### src/rtl/rv_ctrl_pkg.sv
// rv_ctrl_pkg: shared encodings for the multi-cycle RV32I control unit
package rv_ctrl_pkg;
  localparam logic [6:0] OP_R      = 7'b0110011;
  localparam logic [6:0] OP_I      = 7'b0010011;
  localparam logic [6:0] OP_LOAD   = 7'b0000011;
  localparam logic [6:0] OP_STORE  = 7'b0100011;
  localparam logic [6:0] OP_BRANCH = 7'b1100011;
  typedef enum logic [2:0] {
    ALU_SUB = 3'b000, ALU_ADD = 3'b001, ALU_AND = 3'b010, ALU_OR = 3'b011,
    ALU_SLL = 3'b100, ALU_SRL = 3'b101, ALU_SLT = 3'b110
  } alu_op_t;
  typedef enum logic [1:0] {IMM_I = 2'b00, IMM_S = 2'b01, IMM_B = 2'b10} imm_sel_t;
  typedef enum logic [2:0] {
    S_FETCH = 3'd0, S_DECODE = 3'd1, S_EXEC = 3'd2, S_MEM = 3'd3, S_WB = 3'd4, S_TRAP = 3'd7
  } state_t;
  typedef enum logic [1:0] {TC_NONE = 2'b00, TC_ILLEGAL = 2'b01, TC_IMEM = 2'b10, TC_DMEM = 2'b11} trap_cause_t;
  typedef enum logic [2:0] {CL_R, CL_I, CL_LOAD, CL_STORE, CL_BRANCH} instr_class_t;
  function automatic alu_op_t f3_alu(input logic [2:0] f3);
    case (f3)
      3'b001:  return ALU_SLL;
      3'b010:  return ALU_SLT;
      3'b101:  return ALU_SRL;
      3'b110:  return ALU_OR;
      3'b111:  return ALU_AND;
      default: return ALU_ADD;
    endcase
  endfunction
endpackage

### src/rtl/ctrl_decode.sv
// ctrl_decode: single-cycle RV32I subset decode (legality, class, ALU/immediate controls)
module ctrl_decode
  import rv_ctrl_pkg::*;
#(
  parameter bit ENABLE_BRANCH = 1'b1
) (
  input  logic [31:0]  instr,
  output logic         legal,
  output instr_class_t cls,
  output alu_op_t      alu_op,
  output logic         alu_src,
  output imm_sel_t     imm_sel
);
  logic [6:0] op;
  logic [6:0] f7;
  logic [2:0] f3;
  logic       f3_ok;
  logic       unused;
  assign op     = instr[6:0];
  assign f3     = instr[14:12];
  assign f7     = instr[31:25];
  assign f3_ok  = f3 != 3'b011 && f3 != 3'b100;
  assign unused = ^{instr[24:15], instr[11:7]};
  always_comb begin
    legal   = 1'b0;
    cls     = CL_R;
    alu_op  = f3_alu(f3);
    alu_src = 1'b0;
    imm_sel = IMM_I;
    case (op)
      OP_R: begin
        legal  = f3_ok && (f7 == 7'b0 || (f7 == 7'b0100000 && f3 == 3'b000));
        alu_op = f7[5] ? ALU_SUB : f3_alu(f3);
      end
      OP_I: begin
        cls     = CL_I;
        alu_src = 1'b1;
        legal   = f3_ok && (f3 == 3'b001 || f3 == 3'b101 ? f7 == 7'b0 : 1'b1);
      end
      OP_LOAD: begin
        cls     = CL_LOAD;
        alu_src = 1'b1;
        alu_op  = ALU_ADD;
        legal   = f3 == 3'b010;
      end
      OP_STORE: begin
        cls     = CL_STORE;
        alu_src = 1'b1;
        alu_op  = ALU_ADD;
        imm_sel = IMM_S;
        legal   = f3 == 3'b010;
      end
      OP_BRANCH: begin
        cls     = CL_BRANCH;
        imm_sel = IMM_B;
        alu_op  = f3[2] ? ALU_SLT : ALU_SUB;
        legal   = ENABLE_BRANCH && (f3 == 3'b000 || f3 == 3'b001 || f3 == 3'b100 || f3 == 3'b101);
      end
      default: legal = 1'b0;
    endcase
  end
endmodule

### src/rtl/multicycle_control.sv
// multicycle_control: FETCH/DECODE/EXEC/MEM/WB sequencer with IR, stall timeout, sticky trap and retire count
module multicycle_control
  import rv_ctrl_pkg::*;
#(
  parameter int MEM_TIMEOUT   = 15,
  parameter int RETIRE_W      = 32,
  parameter bit ENABLE_BRANCH = 1'b1
) (
  input  logic                clk,
  input  logic                rst_n,
  input  logic [31:0]         imem_rdata,
  input  logic                imem_ready,
  input  logic                dmem_ready,
  input  logic                alu_zero,
  input  logic                alu_lt,
  output logic                imem_req,
  output logic                IRWrite,
  output logic                PCWrite,
  output logic                PCSrc,
  output logic                RegWrite,
  output logic                ALUSrc,
  output logic                MemRead,
  output logic                MemWrite,
  output logic [2:0]          ALUOp,
  output logic [1:0]          ImmSel,
  output logic [31:0]         instr,
  output logic [2:0]          state,
  output logic                trap,
  output logic [1:0]          trap_cause,
  output logic [RETIRE_W-1:0] instret
);
  state_t       cur, nxt;
  logic [7:0]   wcnt;
  logic         timeout, legal, dec_src, taken, is_br;
  instr_class_t cls;
  alu_op_t      dec_op;
  imm_sel_t     dec_imm;
  ctrl_decode #(.ENABLE_BRANCH(ENABLE_BRANCH)) u_dec (
    .instr  (instr),
    .legal  (legal),
    .cls    (cls),
    .alu_op (dec_op),
    .alu_src(dec_src),
    .imm_sel(dec_imm)
  );
  assign state   = cur;
  assign trap    = cur == S_TRAP;
  assign timeout = wcnt == 8'(MEM_TIMEOUT);
  assign is_br   = cur == S_EXEC && cls == CL_BRANCH;
  // funct3 bit 0 inverts the sense (BNE/BGE), bit 2 picks the compare flag
  assign taken   = instr[12] ^ (instr[14] ? alu_lt : alu_zero);
  always_ff @(posedge clk or negedge rst_n)
    if (!rst_n) cur <= S_FETCH;
    else cur <= nxt;
  always_comb begin
    nxt = cur;
    case (cur)
      S_FETCH:  nxt = imem_ready ? S_DECODE : timeout ? S_TRAP : S_FETCH;
      S_DECODE: nxt = legal ? S_EXEC : S_TRAP;
      S_EXEC:   nxt = cls == CL_BRANCH ? S_FETCH : (cls == CL_LOAD || cls == CL_STORE) ? S_MEM : S_WB;
      S_MEM:    nxt = dmem_ready ? (cls == CL_STORE ? S_FETCH : S_WB) : timeout ? S_TRAP : S_MEM;
      S_WB:     nxt = S_FETCH;
      default:  nxt = S_TRAP;
    endcase
  end
  always_comb begin
    imem_req = cur == S_FETCH;
    IRWrite  = imem_req && imem_ready;
    RegWrite = cur == S_WB;
    MemRead  = cur == S_MEM && cls == CL_LOAD;
    MemWrite = cur == S_MEM && cls == CL_STORE;
    PCWrite  = RegWrite || is_br || (MemWrite && dmem_ready);
    PCSrc    = is_br && taken;
    ALUOp    = cur == S_EXEC ? dec_op : ALU_SUB;
    ALUSrc   = cur == S_EXEC && dec_src;
    ImmSel   = cur == S_EXEC ? dec_imm : IMM_I;
  end
  always_ff @(posedge clk or negedge rst_n)
    if (!rst_n) begin
      instr      <= 32'h00000013;
      wcnt       <= 8'd0;
      instret    <= '0;
      trap_cause <= TC_NONE;
    end else begin
      if (IRWrite) instr <= imem_rdata;
      wcnt <= (cur == nxt && (cur == S_FETCH || cur == S_MEM)) ? wcnt + 8'd1 : 8'd0;
      if (PCWrite) instret <= instret + RETIRE_W'(1);
      if (nxt == S_TRAP && cur != S_TRAP)
        trap_cause <= cur == S_FETCH ? TC_IMEM : cur == S_MEM ? TC_DMEM : TC_ILLEGAL;
    end
endmodule

### config.mk
export PLATFORM = sky130hd
export DESIGN_NAME = multicycle_control
export DESIGN_NICKNAME = d
export VERILOG_FILES = /design/src/rtl/rv_ctrl_pkg.sv /design/src/rtl/ctrl_decode.sv /design/src/rtl/multicycle_control.sv
export SDC_FILE = /design/constraint.sdc
export NUM_CORES = 1
export LEC_CHECK = 0
export CAP_MARGIN = 10
export CORE_MARGIN = 5
export CORE_UTILIZATION = 26
export DETAILED_ROUTE_END_ITERATION = 12
export GPL_ROUTABILITY_DRIVEN = 0
export GPL_TIMING_DRIVEN = 0
export SLEW_MARGIN = 15
export SYNTH_ARGS = -nofsm -noshare
export SYNTH_HDL_FRONTEND = slang
export SYNTH_SLANG_ARGS = --single-unit
export TNS_END_PERCENT = 10
### constraint.sdc
create_clock -name clk -period 2.1 [get_ports clk]
set_input_delay 0.42 -clock clk [delete_from_list [all_inputs] [get_ports clk]]
set_output_delay 0.42 -clock clk [all_outputs]
set_load 0.01 [all_outputs]
Word level (Yosys, flattened, before mapping). Cells that the tools add are included. W data, S select, Z words.

Register bits after elaboration: 77. Input port bits: 38. Output and inout bits: 83. Word-level logic and storage cells: 85.

$add $sub $neg: 2. Equality and inequality tests: 26. Multiplexer cells: 24. Bitwise gates (word level): 1. Reductions and logical operators: 27.

Operators with widths (count): $mux W3 (11); $add A32 B1 Y32 const B (1); $pmux W3 S5 (2); $eq A3 B3 Y1 const B (8); $eq A7 B6 Y1 const B (3); $eq A3 B2 Y1 const B (5); $logic_and A1 B1 Y1 (13); $pmux W3 S4 (1); $logic_or A1 B1 Y1 (9); $pmux W3 S3 (1); $add A8 B1 Y8 const B (1); $eq A8 B4 Y1 const B (1); $mux W8 (1); $eq A7 B2 Y1 const B (1); $eq A7 B5 Y1 const B (1); $eq A7 B7 Y1 const B (1); $logic_not A7 Y1 (1); $eq A3 B1 Y1 const B (2); $logic_not A3 Y1 (2); $mux W2 (3); $ne A3 B3 Y1 const B (2); $pmux W1 S4 (1); $pmux W2 S2 (1); $eq A3 B3 Y1 (1); other kinds (5) (7).

Longest topological paths before layout. Gate-level depths: netlist of run 1.

Depth in word-level cells: 10. Mapped depth: 8. Gate-level depth less buffers: 7.

By module. A second synthesis of run 1 with hierarchy kept.

Cell total of the unflattened synthesis: 335. Area total of the unflattened synthesis: 3757.4 sq um.

Modules (own cells, without submodules): multicycle_control (times used 1, cells each 296, area an instance 3498.4 sq um, sequential area each 1930.6 sq um); ctrl_decode (times used 1, cells each 39, area an instance 259.0 sq um, sequential area each 0.0 sq um).

Least setup slack after synthesis of run 1. No wires, ideal clock.

Path type: register -> register. Start: register cur[0] (netlist: state[0]). End: register instr[19]. Setup time: 0.125 ns. Arrival time: 2.049 ns. Data required time: 1.975 ns. Slack: -0.073 ns. Cell stages (with the launch flop): 7. Path buffers: 3. Clock period less this slack: 2.173 ns. Cells stage by stage: dfrtp_1 clkbuf_1 nor3_1 and2_1 clkbuf_1 buf_2 mux2_2.

Cells in the longest elaborated chain, start to end: 2.

Ends and longest elaborated chain: start, declared (RTL line multicycle_control.sv:32) `state_t cur, nxt;`; start signal, assigned (RTL line multicycle_control.sv:54) `else cur <= nxt;`; $logic_not A3 Y1 (RTL line multicycle_control.sv:67) `imem_req = cur == S_FETCH;`; named net imem_req (RTL line multicycle_control.sv:16) `output logic imem_req,`; $logic_and A1 B1 Y1 (RTL line multicycle_control.sv:68) `IRWrite = imem_req && imem_ready;`; named net IRWrite (RTL line multicycle_control.sv:17) `output logic IRWrite,`; end signal, assigned (RTL line multicycle_control.sv:85) `if (IRWrite) instr <= imem_rdata;`; end, declared (RTL line multicycle_control.sv:26) `output logic [31:0] instr,`.

The timed path passes the listed nets, and every way through them passes these cells. A chain may end at the register's enable or synchronous reset.

Worst setup path after layout of run 1.
Start: register instr[1]. End: output port PCSrc.

Cells in the longest elaborated chain, start to end: 5. Elaborated cells on any way between the ends: 8. Classes of those cells: eq/ne (5); mux (1); reduce/logical (2).

Ends and longest elaborated chain: $eq A7 B7 Y1 (tied with other cells) (RTL line ctrl_decode.sv:30) `case (op)`; $pmux W3 S4 (*) (RTL line ctrl_decode.sv:30); $eq A3 B3 Y1 (*) (RTL line multicycle_control.sv:49) `assign is_br = cur == S_EXEC && cls == CL_BRANCH;`; $logic_and A1 B1 Y1 (*) (RTL line multicycle_control.sv:49); $logic_and A1 B1 Y1 (*) (RTL line multicycle_control.sv:73) `PCSrc = is_br && taken;`; end, declared (RTL line multicycle_control.sv:19) `output logic PCSrc,`.

Every way passes the cells marked *; elsewhere a longest branch is shown, timed or not.

==> results of run 1 <==
## path summary, 6_finish.rpt
path,startpoint,endpoint,slack [ns]
min reg2reg,wcnt[0]$_DFF_PN0_,wcnt[0]$_DFF_PN0_,0.47
min in group clk,wcnt[0]$_DFF_PN0_,wcnt[0]$_DFF_PN0_,0.47
min,rst_n,instr[2]$_DFFE_PN0P_,0.04
max reg2reg,instr[1]$_DFFE_PN1P_,instret[25]$_DFFE_PN0P_,-0.12
max,instr[1]$_DFFE_PN1P_,PCSrc,-0.20
max in group asynchronous,rst_n,instr[4]$_DFFE_PN1P_,1.41
## layer usage
metal  vias to the layer above  global-route usage [%]
met5                         -                       0
met4                         0                    5.06
met1                      1480                    16.0
li1                       1433                       -
met2                        86                    19.9
met3                        14                    3.82
## repair_timing
item,in CTS,in global routing
gates cloned,0,0
pin swaps,20,13
endpoints found under the hold margin,0,0
buffers inserted,13,4
gates resized for setup,89,23
endpoints found under the setup margin,75,37
## power by group through the flow
stage	clock network, mW	logic (mW)	registers, mW
after global routing	1.65	0.122	1.48
after floorplan	0	0.00415	1.51
final	1.53	0.110	1.49
after detailed placement	0	0.112	1.51
after CTS	1.58	0.113	1.49
after global placement	0	0.107	1.51
## sequential cells by signal, summed over array words and instances (netlist names)
signal      cells
instr          32
instret        32
trap_cause      2
state           3
wcnt            8
## cells in the final DEF (no fill, tap or decap), types with 11 or more instances in the layout
cell type / Yosys / routed
dfrtp_1: 74 / 73
buf_2: 5 / 12
nand2_1: 27 / 27
nand3_1: 21 / 19
buf_4: 0 / 16
mux2_2: 30 / 30
nor2_1: 19 / 15
clkdlybuf4s50_1: 0 / 105
xor2_1: 11 / 11
xnor2_1: 27 / 27
## logic make-up after synthesis
| kind of cell | synth area share, % |
|---|---|
| compound gates | 5.19 |
| xor+xnor | 9.13 |
| fa+ha+maj | 0.687 |
| buf+inv | 2.23 |
| flops | 53.0 |
| mux | 9.82 |
| simple gates | 20.0 |
## cell usage after synthesis (6+ instances only)
master,instances,area share [%]
nand2_1,27,2.8
nand2b_1,6,1.0
nor2_1,19,2.0
nand3_1,21,2.9
nand4_1,6,1.0
and3_1,10,1.7
xnor2_1,27,6.5
xor2_1,11,2.6
inv_1,6,0.62
o21ai_0,9,1.2
a21oi_1,7,0.96
clkbuf_1,9,0.93
mux2_2,30,9.3
nor3_1,9,1.2
dfrtp_1,74,51
## final cells by class
type	instances	area (um2)	share of cell area, %
Timing Repair Buffer	138	1310	23.1
Clock buffer	10	229	4.04
Multi-Input combinational cell	230	1790	31.6
Inverter	6	25.0	0.441
Tap cell	180	225	3.97
Clock inverter	6	63.8	1.13
Sequential cell	77	1930	34.1
Buffer	10	93.8	1.66
## metrics by stage
| step | setup WS [ns] | std cells | TNS, ns | utilization [%] | total power, mW |
|---|---|---|---|---|---|
| 6_report | -0.200 | 657 | -1.47 | 41.0 | 3.13 |
| 2_1_floorplan | -0.0575 | 327 | -0.711 | - | 1.52 |
| 5_1_grt | -0.290 | 657 | -4.08 | 41.0 | 3.26 |
| 3_5_place_dp | -0.813 | 628 | -26.97 | 36.8 | 1.62 |
| 3_3_place_gp | -2.16 | 627 | -190.99 | 36.7 | 1.62 |
| 4_1_cts | -0.256 | 654 | -2.30 | 40.4 | 3.18 |
## worst register-to-register path, stage by stage (launching register included)
cell       delay [ns]
dfstp_2          0.55
nand4bb_4        0.18
nor3_4           0.21
a31oi_4          0.16
buf_6            0.16
or4b_4           0.56
nor3_4           0.18
xor2_1           0.15
==> flow_summary.json, run 1 <==
{
  "min_path_type": "input port to async pin",
  "peakVddDrop_uv": 290,
  "p_sw_share_pct": 21.1,
  "vias": 3013,
  "p_sw_mw": 0.660,
  "die_width_um": 128,
  "p_leak_nw": 2.49,
  "drc": 0,
  "routed-wl-met2_um": 4910,
  "status": "complete, but fails checks",
  "ys_async_sr_fraction_pct": 100,
  "drt-met1-wl_um": 4480,
  "min_period_over_period_pct": 110,
  "slew_viol_final": 0,
  "rows": 43,
  "cts_hold_buf": 0,
  "clk_path_buf_depth": 2,
  "top_layer": "met4",
  "drive_gt1_share_pct": 26.0,
  "numCtsBuffers": 9,
  "worst_ep_arrival_time_ns": 1.88,
  "pwr_density_cell_nw_per_um2": 552,
  "die_y_um": 128,
  "area_growth_pct": 55.6,
  "core_area_um2": 13800,
  "max_slew_margin_pct": 64.8,
  "critPathSlowestCell": "dfstp_2",
  "nNetsFinal": 512,
  "wl_met3_um": 579,
  "gr-total-overflow": 0,
  "startpoint_type": "flop",
  "ys_seq_elements": 77,
  "synth_ff_type": "dfrtp_1",
  "fin_skew_ns": 0.00615,
  "end_kind": "primary output",
  "wire_per_inst_um": 15.4,
  "cts_sinks": 77,
  "timing.hold.ws_ns": 0.0449,
  "drv_cap": 0,
  "ios": 121,
  "cp.depth": 5,
  "grt_first_pass_wirelength_um": 16200,
  "p_comb_share_pct": 3.5,
  "vias_per_cell": 4.59,
  "drtAntennaViolNets": 0,
  "htreeDepth": 3,
  "synthCells": 327,
  "fillers": 1297,
  "finalInstanceArea_um2": 5670,
  "yosys.cell_types.count": 46,
  "io_buffers": 120,
  "insertion_delay_ns": 0.35,
  "dr.pass1.iters": 4,
  "cts_root_buf": "clkbuf_16",
  "crit_family": "simple AND/OR/NAND/NOR gates",
  "violations": "negative setup slack",
  "setup_viol": 23,
  "diodes": 0,
  "crit_type": "flop to primary output",
  "track_usage_pct": 12.5,
  "intPower_mw": 2.47,
  "fin_crit_ns": 2.30,
  "routed_wirelength_um": 10100,
  "synth-warning-count": 0,
  "die_area_um2": 16500,
  "crit_buf_inv": 1,
  "fin_ws_ns": -0.200,
  "final_hold_viol_count": 0,
  "cp_max_fo": 6,
  "synth_nets": 367,
  "clkPwrFrac_pct": 49.0,
  "rsz0062_at_grt": "yes",
  "grt_max_degree": 41,
  "synth.cell_area_um2": 3640,
  "seq_area_frac_synth_pct": 53.0,
  "reg2reg_depth": 7,
  "drt_iter0_markers": 136,
  "power_frac_seq_pct": 47.5,
  "fmax_mhz": 435,
  "tightest_slew_ns": 0.524,
  "hpwl_um": 7190,
  "worstPathCellList": "nand4bb_4, or3_4, nor3_4, and2_1, buf_2",
  "critPathMaxStageDelay_ns": 0.55,
  "start_util_pct": 26.4,
  "grt_antenna_before_repair": 0,
  "worstPathRequired_ns": 1.68,
  "grt_pass1_vias": 3092,
  "clk_transition_reported_paths_ns": 0.06,
  "avgSynthCellArea_um2": 11.1,
  "cts_tree": "built",
  "synth_edf_count": 0,
  "dpl-instance-area_um2": 5090
}
No activity file was read; power rests on OpenSTA's default activity.
==> run 2: changes to the inputs <==
- MAX_ROUTING_LAYER: default -> met4
- SLEW_MARGIN: 15 -> default
==> run 2 against run 1 <==
The run still ends with negative setup slack left. Hold slack better by 0.0029 ns. Combinational power about the same. Clock power about the same. Global-route usage grew 0.39 points. Critical path depth unchanged. Flip-flop and latch count did not move. Die area unchanged. Critical endpoint unchanged. Largest cell class unchanged. Largest power group unchanged.
==> flow_summary.json, run 2 (same netlist as run 1, synthesis figures left out) <==
{
  "status": "complete, but fails checks",
  "violations": "negative setup slack",
  "worstPathRequired_ns": 1.68,
  "hpwl_um": 7190,
  "core_area_um2": 13800,
  "die_y_um": 128,
  "die_width_um": 128,
  "grt_max_degree": 41,
  "fmax_mhz": 435,
  "clk_path_buf_depth": 2,
  "min_period_over_period_pct": 110,
  "reg.largest.list": "instr x32, instret x32, wcnt x8",
  "fin_ws_ns": -0.200,
  "finalInstanceArea_um2": 5670,
  "numCtsBuffers": 9,
  "cp_max_fo": 6,
  "track_usage_pct": 12.9,
  "dr.pass1.iters": 4,
  "end_kind": "primary output",
  "vias": 3022,
  "drc": 0,
  "dpl-instance-area_um2": 5090,
  "die_area_um2": 16500,
  "fin_skew_ns": 0.00690,
  "ios": 121,
  "io_buffers": 120,
  "worst_ep_arrival_time_ns": 1.88,
  "insertion_delay_ns": 0.34,
  "slew_viol_final": 0,
  "drtAntennaViolNets": 0,
  "routed_wirelength_um": 10200,
  "gr-total-overflow": 0,
  "pwr_density_cell_nw_per_um2": 553,
  "final_common_cell": "clkdlybuf4s50_1",
  "diodes": 0,
  "timing.hold.ws_ns": 0.0477,
  "drt_iter0_markers": 138,
  "setup_viol": 22,
  "fillers": 1297,
  "wire_per_inst_um": 15.6,
  "grt_antenna_before_repair": 0,
  "rows": 43,
  "grt_first_pass_wirelength_um": 16300,
  "cts_root_buf": "clkbuf_16",
  "crit_type": "flop to primary output",
  "drv_cap": 0,
  "layout_common_cells": "clkdlybuf4s50_1, dfrtp_1, mux2_2",
  "p_leak_nw": 2.49,
  "vias_per_cell": 4.60,
  "grt_pass1_vias": 3087,
  "peakVddDrop_uv": 292,
  "start_util_pct": 26.4,
  "rsz0062_at_grt": "yes",
  "cts_tree": "built",
  "drive_gt1_share_pct": 26.0,
  "final_hold_viol_count": 0,
  "htreeDepth": 3,
  "cts_sinks": 77,
  "area_growth_pct": 55.6,
  "max_slew_margin_pct": 64.8,
  "clk_transition_reported_paths_ns": 0.06,
  "fin_crit_ns": 2.30,
  "tightest_slew_ns": 0.524,
  "startpoint_type": "flop",
  "nNetsFinal": 512,
  "min_path_type": "input port to async pin"
}
[run 2: path summary, 6_finish.rpt]
| kind | from | to | slack [ns] | cells after the start |
|---|---|---|---|---|
| max | instr[1]$_DFFE_PN1P_ | PCSrc | -0.20 | 5 |
| min | rst_n | instr[2]$_DFFE_PN0P_ | 0.05 | 1 |
| min in group clk | wcnt[0]$_DFF_PN0_ | wcnt[0]$_DFF_PN0_ | 0.47 | 1 |
| max reg2reg | instr[1]$_DFFE_PN1P_ | instret[25]$_DFFE_PN0P_ | -0.11 | 7 |
| max in group asynchronous | rst_n | instr[4]$_DFFE_PN1P_ | 1.41 | 2 |
| min reg2reg | wcnt[0]$_DFF_PN0_ | wcnt[0]$_DFF_PN0_ | 0.47 | 1 |
[run 2: per-layer routing]
layer | wire, um | GRT usage [%] | vias up
met2 | 4870 | 19.9 | 84
met5 | 0 | - | -
met1 | 4650 | 16.2 | 1488
met3 | 523 | 3.57 | 15
li1 | - | - | 1435
met4 | 182 | 5.06 | 0
[run 2: layout make-up]
cell class	count	area, um2	area share, %
repair buffers	138	1310	23.1
inverters	6	25.0	0.441
flip-flops and latches	77	1930	34.1
multi-input cells	230	1790	31.6
plain buffers	10	93.8	1.66
clock inverters	6	63.8	1.13
clock buffers	10	229	4.04
well taps	180	225	3.97
[run 2: through the flow]
stage	util, %	worst slack, ns	instances	power [mW]	TNS (ns)
after CTS	40.4	-0.256	654	3.18	-2.30
after global placement	36.7	-2.16	627	1.62	-190.99
after global routing	41.0	-0.291	657	3.26	-4.08
final	41.0	-0.200	657	3.14	-1.42
after floorplan	-	-0.0575	327	1.52	-0.711
after detailed placement	36.8	-0.813	628	1.62	-26.97
[run 2: timing repair]
action                                  in CTS  in global routing
pin swaps                                   20                 13
setup buffers                               13                  4
hold buffers                                 0                  0
endpoints found under the setup margin      75                 37
resized for setup                           89                 23
[run 2: worst max-delay path, cell delays in order (launching register included)]
cell,delay [ns]
dfstp_2,0.55
nand4bb_4,0.18
or3_4,0.41
nor3_4,0.12
and2_1,0.14
buf_2,0.13
[run 2: power breakdown]
part / switching [mW] / internal [mW]
Sequential: 0.000599 / 1.49
Combinational: 0.0427 / 0.0672
Clock: 0.622 / 0.918
Total: 0.666 / 2.47
==> run 3: changes to the inputs <==
- PLACE_DENSITY: default -> 0.59
==> run 3 against run 2 <==
The run still ends with negative setup slack left. Wire length down 0.13%. Cell count up 2.0%. Count of clock-buffer cells in the layout up 2. Non-clock buffer count up 13. Die area unchanged. Sequential share of layout area down 0.80 points. Register-to-register slack worse by 0.03 ns. Utilization up 1.1 points. Flip-flop and latch count unchanged. Fmax about the same. Setup slack better by 0.0012 ns. Via count up 1.0%.
==> flow_summary.json, run 3 (same netlist as run 1, synthesis figures left out) <==
{
  "fin_ws_ns": -0.199,
  "clk_path_buf_depth": 2,
  "numCtsBuffers": 9,
  "die_width_um": 128,
  "min_path_type": "input port to async pin",
  "worstPathCellList": "nand4bb_4, or3_4, nor3_4, and2_1, buf_2",
  "area_growth_pct": 59.6,
  "end_kind": "primary output",
  "htreeDepth": 3,
  "insertion_delay_ns": 0.34,
  "fin_crit_ns": 2.30,
  "met2_usage_pct": 21.7,
  "cts_tree": "built",
  "core_area_um2": 13800,
  "finalInstanceArea_um2": 5820,
  "cp_max_fo": 5,
  "startpoint_type": "flop",
  "pwr_density_cell_nw_per_um2": 540,
  "gr-total-overflow": 0,
  "worstPathRequired_ns": 1.68,
  "gr-usage-met1_pct": 15.4,
  "finalPower_mw": 3.14,
  "p_comb_share_pct": 3.5,
  "track_usage_pct": 13.2,
  "final_hold_viol_count": 0,
  "critPathMaxStageDelay_ns": 0.56,
  "max_slew_margin_pct": 65.0,
  "p_leak_nw": 2.57,
  "drive_gt1_share_pct": 28.6,
  "slew_viol_final": 0,
  "crit_type": "flop to primary output",
  "drc": 0,
  "grt_max_degree": 40,
  "dr.pass1.iters": 4,
  "hpwl_um": 7250,
  "layout_common_cells": "clkdlybuf4s50_1, dfrtp_1, mux2_2",
  "p_sw_share_pct": 20.4,
  "finalNonFillerCells": 670,
  "p_sw_mw": 0.643,
  "status": "complete, but fails checks",
  "diodes": 0,
  "dpl.cell_count": 628,
  "violations": "negative setup slack",
  "rsz0062_at_grt": "yes",
  "wire_per_inst_um": 15.2,
  "nNetsFinal": 525,
  "clkPwrFrac_pct": 49.3,
  "peakVddDrop_uv": 396,
  "die_y_um": 128,
  "vias": 3053,
  "grt_pass1_vias": 3295,
  "fmax_mhz": 435,
  "worst_ep_arrival_time_ns": 1.88,
  "reg.largest.list": "instr x32, instret x32, wcnt x8",
  "io_buffers": 120,
  "drt_iter0_markers": 207,
  "die_area_um2": 16500,
  "min_period_over_period_pct": 109,
  "routed_wirelength_um": 10200,
  "vias_per_cell": 4.56,
  "critPathSlowestCell": "dfstp_2",
  "start_util_pct": 26.4,
  "power_frac_seq_pct": 47.3,
  "ios": 121,
  "dpl-instance-area_um2": 5090,
  "busiest_layer": "met2",
  "cts_root_buf": "clkbuf_16",
  "drtAntennaViolNets": 0,
  "crit_buf_inv": 1,
  "grtUsageMet3_pct": 3.45,
  "drv_cap": 0,
  "crit_family": "simple AND/OR/NAND/NOR gates",
  "grt_antenna_before_repair": 0,
  "rows": 43,
  "clk_transition_reported_paths_ns": 0.06,
  "tightest_slew_ns": 0.526,
  "setup_viol": 18,
  "cts_sinks": 77,
  "final_common_cell": "clkdlybuf4s50_1",
  "grt_first_pass_wirelength_um": 16600,
  "intPower_mw": 2.50,
  "fin_skew_ns": 0.00524,
  "fillers": 1294
}
-- run 3: routing by layer --
| layer | share of wire, % | wire (um) |
|---|---|---|
| met1 | 43 | 4390 |
| met2 | 50 | 5060 |
| met4 | 1.7 | 169 |
| met5 | 0 | 0 |
| met3 | 5.8 | 588 |
-- run 3: final cells by class --
cell class	instances	area (um2)	share of cell area (%)
plain buffers	9	97.6	1.68
clock buffers	12	246	4.24
clock inverters	4	47.5	0.817
inverters	6	25.0	0.430
multi-input cells	230	1820	31.3
flip-flops and latches	77	1940	33.3
well taps	180	225	3.87
repair buffers	152	1420	24.4
-- run 3: per-stage QoR --
stage	setup slack (ns)	hold WS [ns]	setup TNS [ns]	utilization, %
floorplan	-0.0575	0.124	-0.711	-
global placement	-2.17	0.449	-190.94	36.7
detailed placement	-0.796	0.429	-27.01	36.8
CTS	-0.244	0.0629	-2.56	41.3
global route	-0.281	0.0935	-5.38	42.1
finish	-0.199	0.0476	-1.99	42.1
-- run 3: repair_timing --
item	in CTS	in global routing
setup endpoints to repair	75	39
hold buffers	0	0
pin swaps	21	14
setup buffers	24	7
gates resized for setup	102	21
-- run 3: power groups by stage --
stage               combinational [mW]  clock (mW)  sequential, mW
finish                           0.109        1.55            1.49
global route                     0.121        1.65            1.48
global placement                 0.107           0            1.51
CTS                              0.112        1.60            1.49
floorplan                      0.00415           0            1.51
detailed placement               0.112           0            1.51
-- run 3: path summary, 6_finish.rpt --
| path | cells past startpoint | slack [ns] | start | end |
|---|---|---|---|---|
| setup / recovery | 5 | -0.20 | instr[1]$_DFFE_PN1P_ | PCSrc |
| hold / removal | 1 | 0.05 | rst_n | instr[2]$_DFFE_PN0P_ |
| setup reg to reg | 8 | -0.14 | instr[1]$_DFFE_PN1P_ | instret[25]$_DFFE_PN0P_ |
| hold reg to reg | 1 | 0.48 | wcnt[0]$_DFF_PN0_ | wcnt[0]$_DFF_PN0_ |
| max in group asynchronous | 2 | 1.43 | rst_n | instr[4]$_DFFE_PN1P_ |
| min in group clk | 1 | 0.48 | wcnt[0]$_DFF_PN0_ | wcnt[0]$_DFF_PN0_ |
